===== src/rtl/interp_vec_seq.sv =====
// interp_vec_seq: multi-channel fixed-point linear interpolator (serial divide, one channel multiply per cycle)
module interp_vec_seq #(
  parameter int WIDTH = 16,
  parameter int FRAC  = 8,
  parameter int CH    = 4
) (
  input  logic                  clk,
  input  logic                  rst,
  input  logic                  start,
  input  logic [WIDTH-1:0]      Tk,
  input  logic [WIDTH-1:0]      Tn,
  input  logic [WIDTH-1:0]      Tz,
  input  logic [CH*WIDTH-1:0]   Un,
  input  logic [CH*WIDTH-1:0]   Uz,
  output logic [CH*WIDTH-1:0]   Uk,
  output logic                  busy,
  output logic                  ready,
  output logic                  err_ovf,
  output logic                  err_dz,
  output logic                  error
);
  localparam int D  = WIDTH + FRAC;
  localparam int CW = $clog2(D + CH + 1);
  localparam int PW = 2 * WIDTH + 2;
  localparam logic [D-1:0] HALF = D'(2 ** (WIDTH - 1));
  localparam logic signed [PW-1:0] SMAX = PW'((2 ** (WIDTH - 1)) - 1);
  localparam logic signed [PW-1:0] SMIN = ~SMAX;
  typedef enum logic [2:0] {IDLE, SUB, DIV, MUL, DONE} state_t;
  state_t state_q, state_d;
  logic [WIDTH-1:0] tk_q, tn_q, tz_q, r_q, r_d;
  logic [CH*WIDTH-1:0] un_q, uz_q, uk_q, uk_d;
  logic ovf_q, ovf_d, dz_q, dz_d, neg_q, neg_d;
  logic [CW-1:0] cnt_q, cnt_d;
  logic [WIDTH:0] rem_q, rem_d, dvs_q, dvs_d, adk, adz;
  logic [D-1:0] num_q, num_d, qn;
  logic signed [WIDTH:0] dk, dz, dd;
  logic [WIDTH+1:0] trial, diff;
  logic ge, hi, lo, so_hi, so_lo;
  logic [WIDTH-1:0] rq, rn, un_c, uz_c, sat;
  logic signed [PW-1:0] rx, dx, ux, prod, s;
  assign dk    = {tk_q[WIDTH-1], tk_q} - {tn_q[WIDTH-1], tn_q};
  assign dz    = {tz_q[WIDTH-1], tz_q} - {tn_q[WIDTH-1], tn_q};
  assign adk   = dk[WIDTH] ? -dk : dk;
  assign adz   = dz[WIDTH] ? -dz : dz;
  assign trial = {rem_q, num_q[D-1]};
  assign ge    = trial >= {1'b0, dvs_q};
  assign diff  = trial - {1'b0, dvs_q};
  assign qn    = {num_q[D-2:0], ge};
  assign hi    = !neg_q && (qn >= HALF);
  assign lo    = neg_q && (qn > HALF);
  assign rq    = qn[WIDTH-1:0];
  assign rn    = hi ? {1'b0, {(WIDTH-1){1'b1}}} : lo ? {1'b1, {(WIDTH-1){1'b0}}} : neg_q ? -rq : rq;
  assign un_c  = un_q[cnt_q*WIDTH +: WIDTH];
  assign uz_c  = uz_q[cnt_q*WIDTH +: WIDTH];
  assign dd    = {uz_c[WIDTH-1], uz_c} - {un_c[WIDTH-1], un_c};
  assign rx    = {{(PW-WIDTH){r_q[WIDTH-1]}}, r_q};
  assign dx    = {{(PW-WIDTH-1){dd[WIDTH]}}, dd};
  assign ux    = {{(PW-WIDTH){un_c[WIDTH-1]}}, un_c};
  assign prod  = rx * dx;
  assign s     = (prod >>> FRAC) + ux;
  assign so_hi = s > SMAX;
  assign so_lo = s < SMIN;
  assign sat   = so_hi ? {1'b0, {(WIDTH-1){1'b1}}} : so_lo ? {1'b1, {(WIDTH-1){1'b0}}} : s[WIDTH-1:0];
  // next-state: job sequencing, divider step, per-channel multiply/saturate
  always_comb begin
    state_d = state_q;
    uk_d    = uk_q;
    ovf_d   = ovf_q;
    dz_d    = dz_q;
    cnt_d   = cnt_q;
    rem_d   = rem_q;
    num_d   = num_q;
    dvs_d   = dvs_q;
    neg_d   = neg_q;
    r_d     = r_q;
    case (state_q)
      IDLE, DONE: begin
        state_d = start ? SUB : IDLE;
        uk_d    = start ? '0 : uk_q;
        ovf_d   = start ? 1'b0 : ovf_q;
        dz_d    = start ? 1'b0 : dz_q;
      end
      SUB: begin
        cnt_d   = '0;
        rem_d   = '0;
        num_d   = {adk[WIDTH-1:0], {FRAC{1'b0}}};
        dvs_d   = adz;
        neg_d   = dk[WIDTH] ^ dz[WIDTH];
        dz_d    = dz == '0;
        uk_d    = (dz == '0) ? un_q : uk_q;
        state_d = (dz == '0) ? DONE : DIV;
      end
      DIV: begin
        rem_d   = ge ? diff[WIDTH:0] : trial[WIDTH:0];
        num_d   = qn;
        cnt_d   = (cnt_q == CW'(D - 1)) ? '0 : cnt_q + 1'b1;
        r_d     = (cnt_q == CW'(D - 1)) ? rn : r_q;
        ovf_d   = ovf_q | ((cnt_q == CW'(D - 1)) && (hi || lo));
        state_d = (cnt_q == CW'(D - 1)) ? MUL : DIV;
      end
      MUL: begin
        uk_d[cnt_q*WIDTH +: WIDTH] = sat;
        ovf_d   = ovf_q | so_hi | so_lo;
        cnt_d   = cnt_q + 1'b1;
        state_d = (cnt_q == CW'(CH - 1)) ? DONE : MUL;
      end
      default: state_d = IDLE;
    endcase
  end
  // state and datapath registers; inputs captured when a start is accepted
  always_ff @(posedge clk) begin
    if (rst) begin
      state_q <= IDLE;
      uk_q    <= '0;
      ovf_q   <= 1'b0;
      dz_q    <= 1'b0;
      cnt_q   <= '0;
      rem_q   <= '0;
      num_q   <= '0;
      dvs_q   <= '0;
      neg_q   <= 1'b0;
      r_q     <= '0;
      tk_q    <= '0;
      tn_q    <= '0;
      tz_q    <= '0;
      un_q    <= '0;
      uz_q    <= '0;
    end else begin
      state_q <= state_d;
      uk_q    <= uk_d;
      ovf_q   <= ovf_d;
      dz_q    <= dz_d;
      cnt_q   <= cnt_d;
      rem_q   <= rem_d;
      num_q   <= num_d;
      dvs_q   <= dvs_d;
      neg_q   <= neg_d;
      r_q     <= r_d;
      if ((state_q == IDLE || state_q == DONE) && start) begin
        tk_q <= Tk;
        tn_q <= Tn;
        tz_q <= Tz;
        un_q <= Un;
        uz_q <= Uz;
      end
    end
  end
  assign Uk      = uk_q;
  assign busy    = state_q == SUB || state_q == DIV || state_q == MUL;
  assign ready   = state_q == DONE;
  assign err_ovf = ovf_q;
  assign err_dz  = dz_q;
  assign error   = ovf_q | dz_q;
endmodule


===== config.mk =====
export PLATFORM = sky130hd
export DESIGN_NAME = interp_vec_seq
export DESIGN_NICKNAME = d
export VERILOG_FILES = /design/src/rtl/interp_vec_seq.sv
export SDC_FILE = /design/constraint.sdc
export NUM_CORES = 2
export LEC_CHECK = 0
export CORE_MARGIN = 1.5
export CORE_UTILIZATION = 50
export DETAILED_ROUTE_END_ITERATION = 7
export HOLD_SLACK_MARGIN = 0.15
export PLACE_DENSITY = 0.72
export SETUP_SLACK_MARGIN = 0.02
export SLEW_MARGIN = 20
export SYNTH_ARGS = -nofsm -noshare
export SYNTH_HDL_FRONTEND = slang
export SYNTH_SLANG_ARGS = --single-unit
export TNS_END_PERCENT = 10

===== constraint.sdc =====
create_clock -name clk -period 19.6 [get_ports clk]
set_input_delay 2.94 -clock clk [delete_from_list [all_inputs] [get_ports clk]]
set_output_delay 2.94 -clock clk [all_outputs]
set_load 0.1 [all_outputs]

==> impl_metrics.toml <==
[cells_and_area]
drive_gt1_frac = 0.0533
n_antenna_cell = 0
syn2layout_area_growth_pct = 14.5
final_nets = 4508

[min_path]
timing.hold.worst.class = "register to register"
holdCritStartpoint = "tn_q[15]"
hold_depth = 2
hold_path_end = "tn_q[15]"

[floorplanning]
die_h_microns = 249
full_die_area_sq_um = 61800
pin_count = 248
initial_utilization = 0.508
rows = 89
floorplan.die.width_microns = 249
core_area_sq_um = 59400

[pwr]
p_switching_mw = 0.989
pwr-share-seq = 0.297
clock_power_share = 0.302
p_int_mw = 1.50
peakVddDrop_mv = 0.0868
combPwrFrac = 0.401
swShare = 0.397
p_leak_nw = 14.7
power_mw = 2.49
power.density_cell_area_nw_per_um2 = 72.1

[clock_network]
clk_pin_slew_worst_paths_ps = 60
cts_buffers = 38
cts.hold.buffers_added = 0
worstSkewPairLatency_ps = 590
cts_tree = "done"
cts.sink_count = 325
cts_root_buffer = "clkbuf_16"
cts_resized = 0
cts_setup_buffers = 0
cts-htree-levels = 2
cts_buffer_depth = 3

[route]
drt_pass1_iterations = 6
drt-total-wl_microns = 85500
first_iter_violations = 2259
wl_per_cell_microns = 18.3
drc = 0
drtAntennaViolNets = 0
detailroute.via_count = 26700
vias_per_cell = 5.71

[logic_synthesis]
synth_fa_ha_area_frac = 0.256
count_of_mapped_cells_out_of_synthesis = 3752
ys_dominant_reg_cell = "dfxtp_1"
synth.lib_cells_used.distinct = 100
synthXorXnorAreaFrac = 0.0317
synth_compound_area_frac = 0.189
ys_warn_count = 0
yosysSeqAreaShare = 0.216
yosys_register_bits = 325
dominant_combinational_cell_family_by_area_after_synthesis = "adder cells"
muxShareOfSynthArea = 0.0256
synth_fp_nets = 4382
synth_enable_flop_cells = 0
async_set_or_reset_flop_fraction_in_the_synthesized_netlist = 0
syn-mean-instance-area_sq_um = 8.04
synth-simple-area-share = 0.200
synthesis.area_sq_um = 30200

[critical_path]
reg2reg_slack_ps = 5670
worstSetupPathType = "register to register"
timing.rr.start = "cnt_q[1]"
worstSetupStartpointType = "register"
critical_path.max_stage_delay_ps = 730
critical_path.endpoint_type = "register"
regToRegEndpoint = "Uk[13]"
rr_worst_depth = 48
critical_path.most_common_cell = "fa_1"
critical-path-slowest-cell = "nor2_1"
required_ps = 20010
crit_path_max_fanout = 53
arrival_ps = 14340

[timing]
max_clock_freq_mhz = 71.8
final-setup-viol-count = 0
largest_clock_skew_in_the_final_design_ps = 39.4
max_slew_margin = 0.167
final.min_clock_period_ps = 13930
ratio_of_final_minimum_period_to_clock_period = 0.711
timing.final.hold_violations = 0
rsz0062_at_grt = "false"
finalMaxSlewViolations = 0
worst_margin_slew_ps = 1240
tns_ps = 0

[placement]
finalWeightedCongestion = 0.927
dpl.hpwl_microns = 65200
io_buffer_count = 247

[flow_run]
max_cap_violations = 0

[grt]
gr-usage-all-layers = 0.277
number_of_global_route_vias_before_repair = 25800
grt_start_max_net_pins = 124
first_pass_grt_wire_length_microns = 140000
grt_antenna_before_repair = 1
grt.overflow.total = 0

[status]
outcome = "complete, no violations"
worst max-delay path, delay by kind of cell (launching register included):
kind	cells	cell delay, ps
adders and majority gates	9	4160
and+or+nand+nor	9	2050
AOI/OAI and AO/OA	24	5530
DFF	1	310
xor gates and xnor gates	1	140
muxes	1	410
buffers and inverters	4	1070
metal layers:
metal | wire [microns] | global-route usage | vias to the layer above
met5 | 0 | 0 | -
met4 | 2220 | 0.0747 | 0
met3 | 6220 | 0.0432 | 155
met2 | 38800 | 0.442 | 952
met1 | 38200 | 0.391 | 12700
li1 | - | - | 12900
final cells by class:
type | instances | area, sq um
clock buffers | 53 | 1090
clock inverters | 15 | 226
fillers | 5435 | 24800
inverters | 435 | 1630
multi-input cells | 2782 | 21300
flip-flops and latches | 325 | 6510
well taps | 773 | 967
repair buffers | 296 | 2840
synthesized netlist by cell type, types with 27 or more instances:
master,count,area (sq um)
nand3_1,47,235
nor3_1,54,270
nor2_1,192,721
clkbuf_1,184,691
o21ai_0,135,676
a211oi_1,37,278
xor2_1,30,263
dfxtp_1,325,6510
inv_1,432,1620
a21oi_1,335,1680
and2_1,125,782
xnor2_1,79,692
fa_1,274,5490
a221oi_1,27,236
and3_1,42,263
a22oi_1,27,203
nand2b_1,36,225
nand2_1,635,2380
nor2b_1,63,394
ha_1,177,2210
placed cells by master, fill, tap and decap left out, types with 20 or more instances in the layout:
master and count:
nand2_1 634, inv_1 432, a21oi_1 334, dfxtp_1 323
fa_1 274, clkdlybuf4s50_1 246, nor2_1 187, ha_1 177
o21ai_0 135, and2_1 124, xnor2_1 78, nor2b_1 63
nor3_1 53, buf_4 49, nand3_1 47, and3_1 42
clkbuf_16 38, a211oi_1 37, nand2b_1 36, xor2_1 30
a221oi_1 27, a22oi_1 27, a21o_1 26, o21a_1 25
o211ai_1 22, or3_1 21, mux2i_1 21, nor4_1 20
flip-flops by register name (all words and copies together) (netlist names), 17 cells and up:
signal  flops
un_q       64
Uk         64
uz_q       64
num_q      24
rem_q      17
dvs_q      17
worst max-delay path by stage:
stage                   from      to  slack, ps  cells after the start
finish              cnt_q[1]  Uk[13]       5670                     48
global route        cnt_q[1]   Uk[9]       4770                     48
CTS                 cnt_q[1]  Uk[13]       5830                     48
detailed placement  cnt_q[1]  Uk[13]       5880                     48
global placement    cnt_q[1]  Uk[14]       6160                     48
floorplan           cnt_q[0]  Uk[14]       7290                     50
metrics by stage:
step | hold WS (ps) | instance area, sq um | setup WS (ps) | util | std cells
floorplan | 432 | 30200 | 7290 | - | 3752
global placement | 440 | 33200 | 6160 | 0.559 | 4611
detailed placement | 443 | 33200 | 5880 | 0.559 | 4611
CTS | 453 | 34500 | 5830 | 0.581 | 4679
global route | 471 | 34500 | 4770 | 0.582 | 4679
finish | 452 | 34500 | 5670 | 0.582 | 4679
cell families after synthesis:
kind of cell	Yosys count
and+or+nand+nor	1298
muxes	55
adders and majority gates	454
xor gates and xnor gates	109
AOI/OAI and AO/OA	866
DFF	325
buffers and inverters	645
power groups by stage:
| stage | clock network [mW] | registers (mW) | logic [mW] |
|---|---|---|---|
| finish | 0.751 | 0.740 | 0.998 |
| global placement | 0 | 0.752 | 0.972 |
| detailed placement | 0 | 0.753 | 0.981 |
| floorplan | 0 | 0.742 | 0.696 |
| global route | 0.783 | 0.745 | 1.09 |
| CTS | 0.758 | 0.739 | 0.986 |
(Power assumes the default switching activity.)
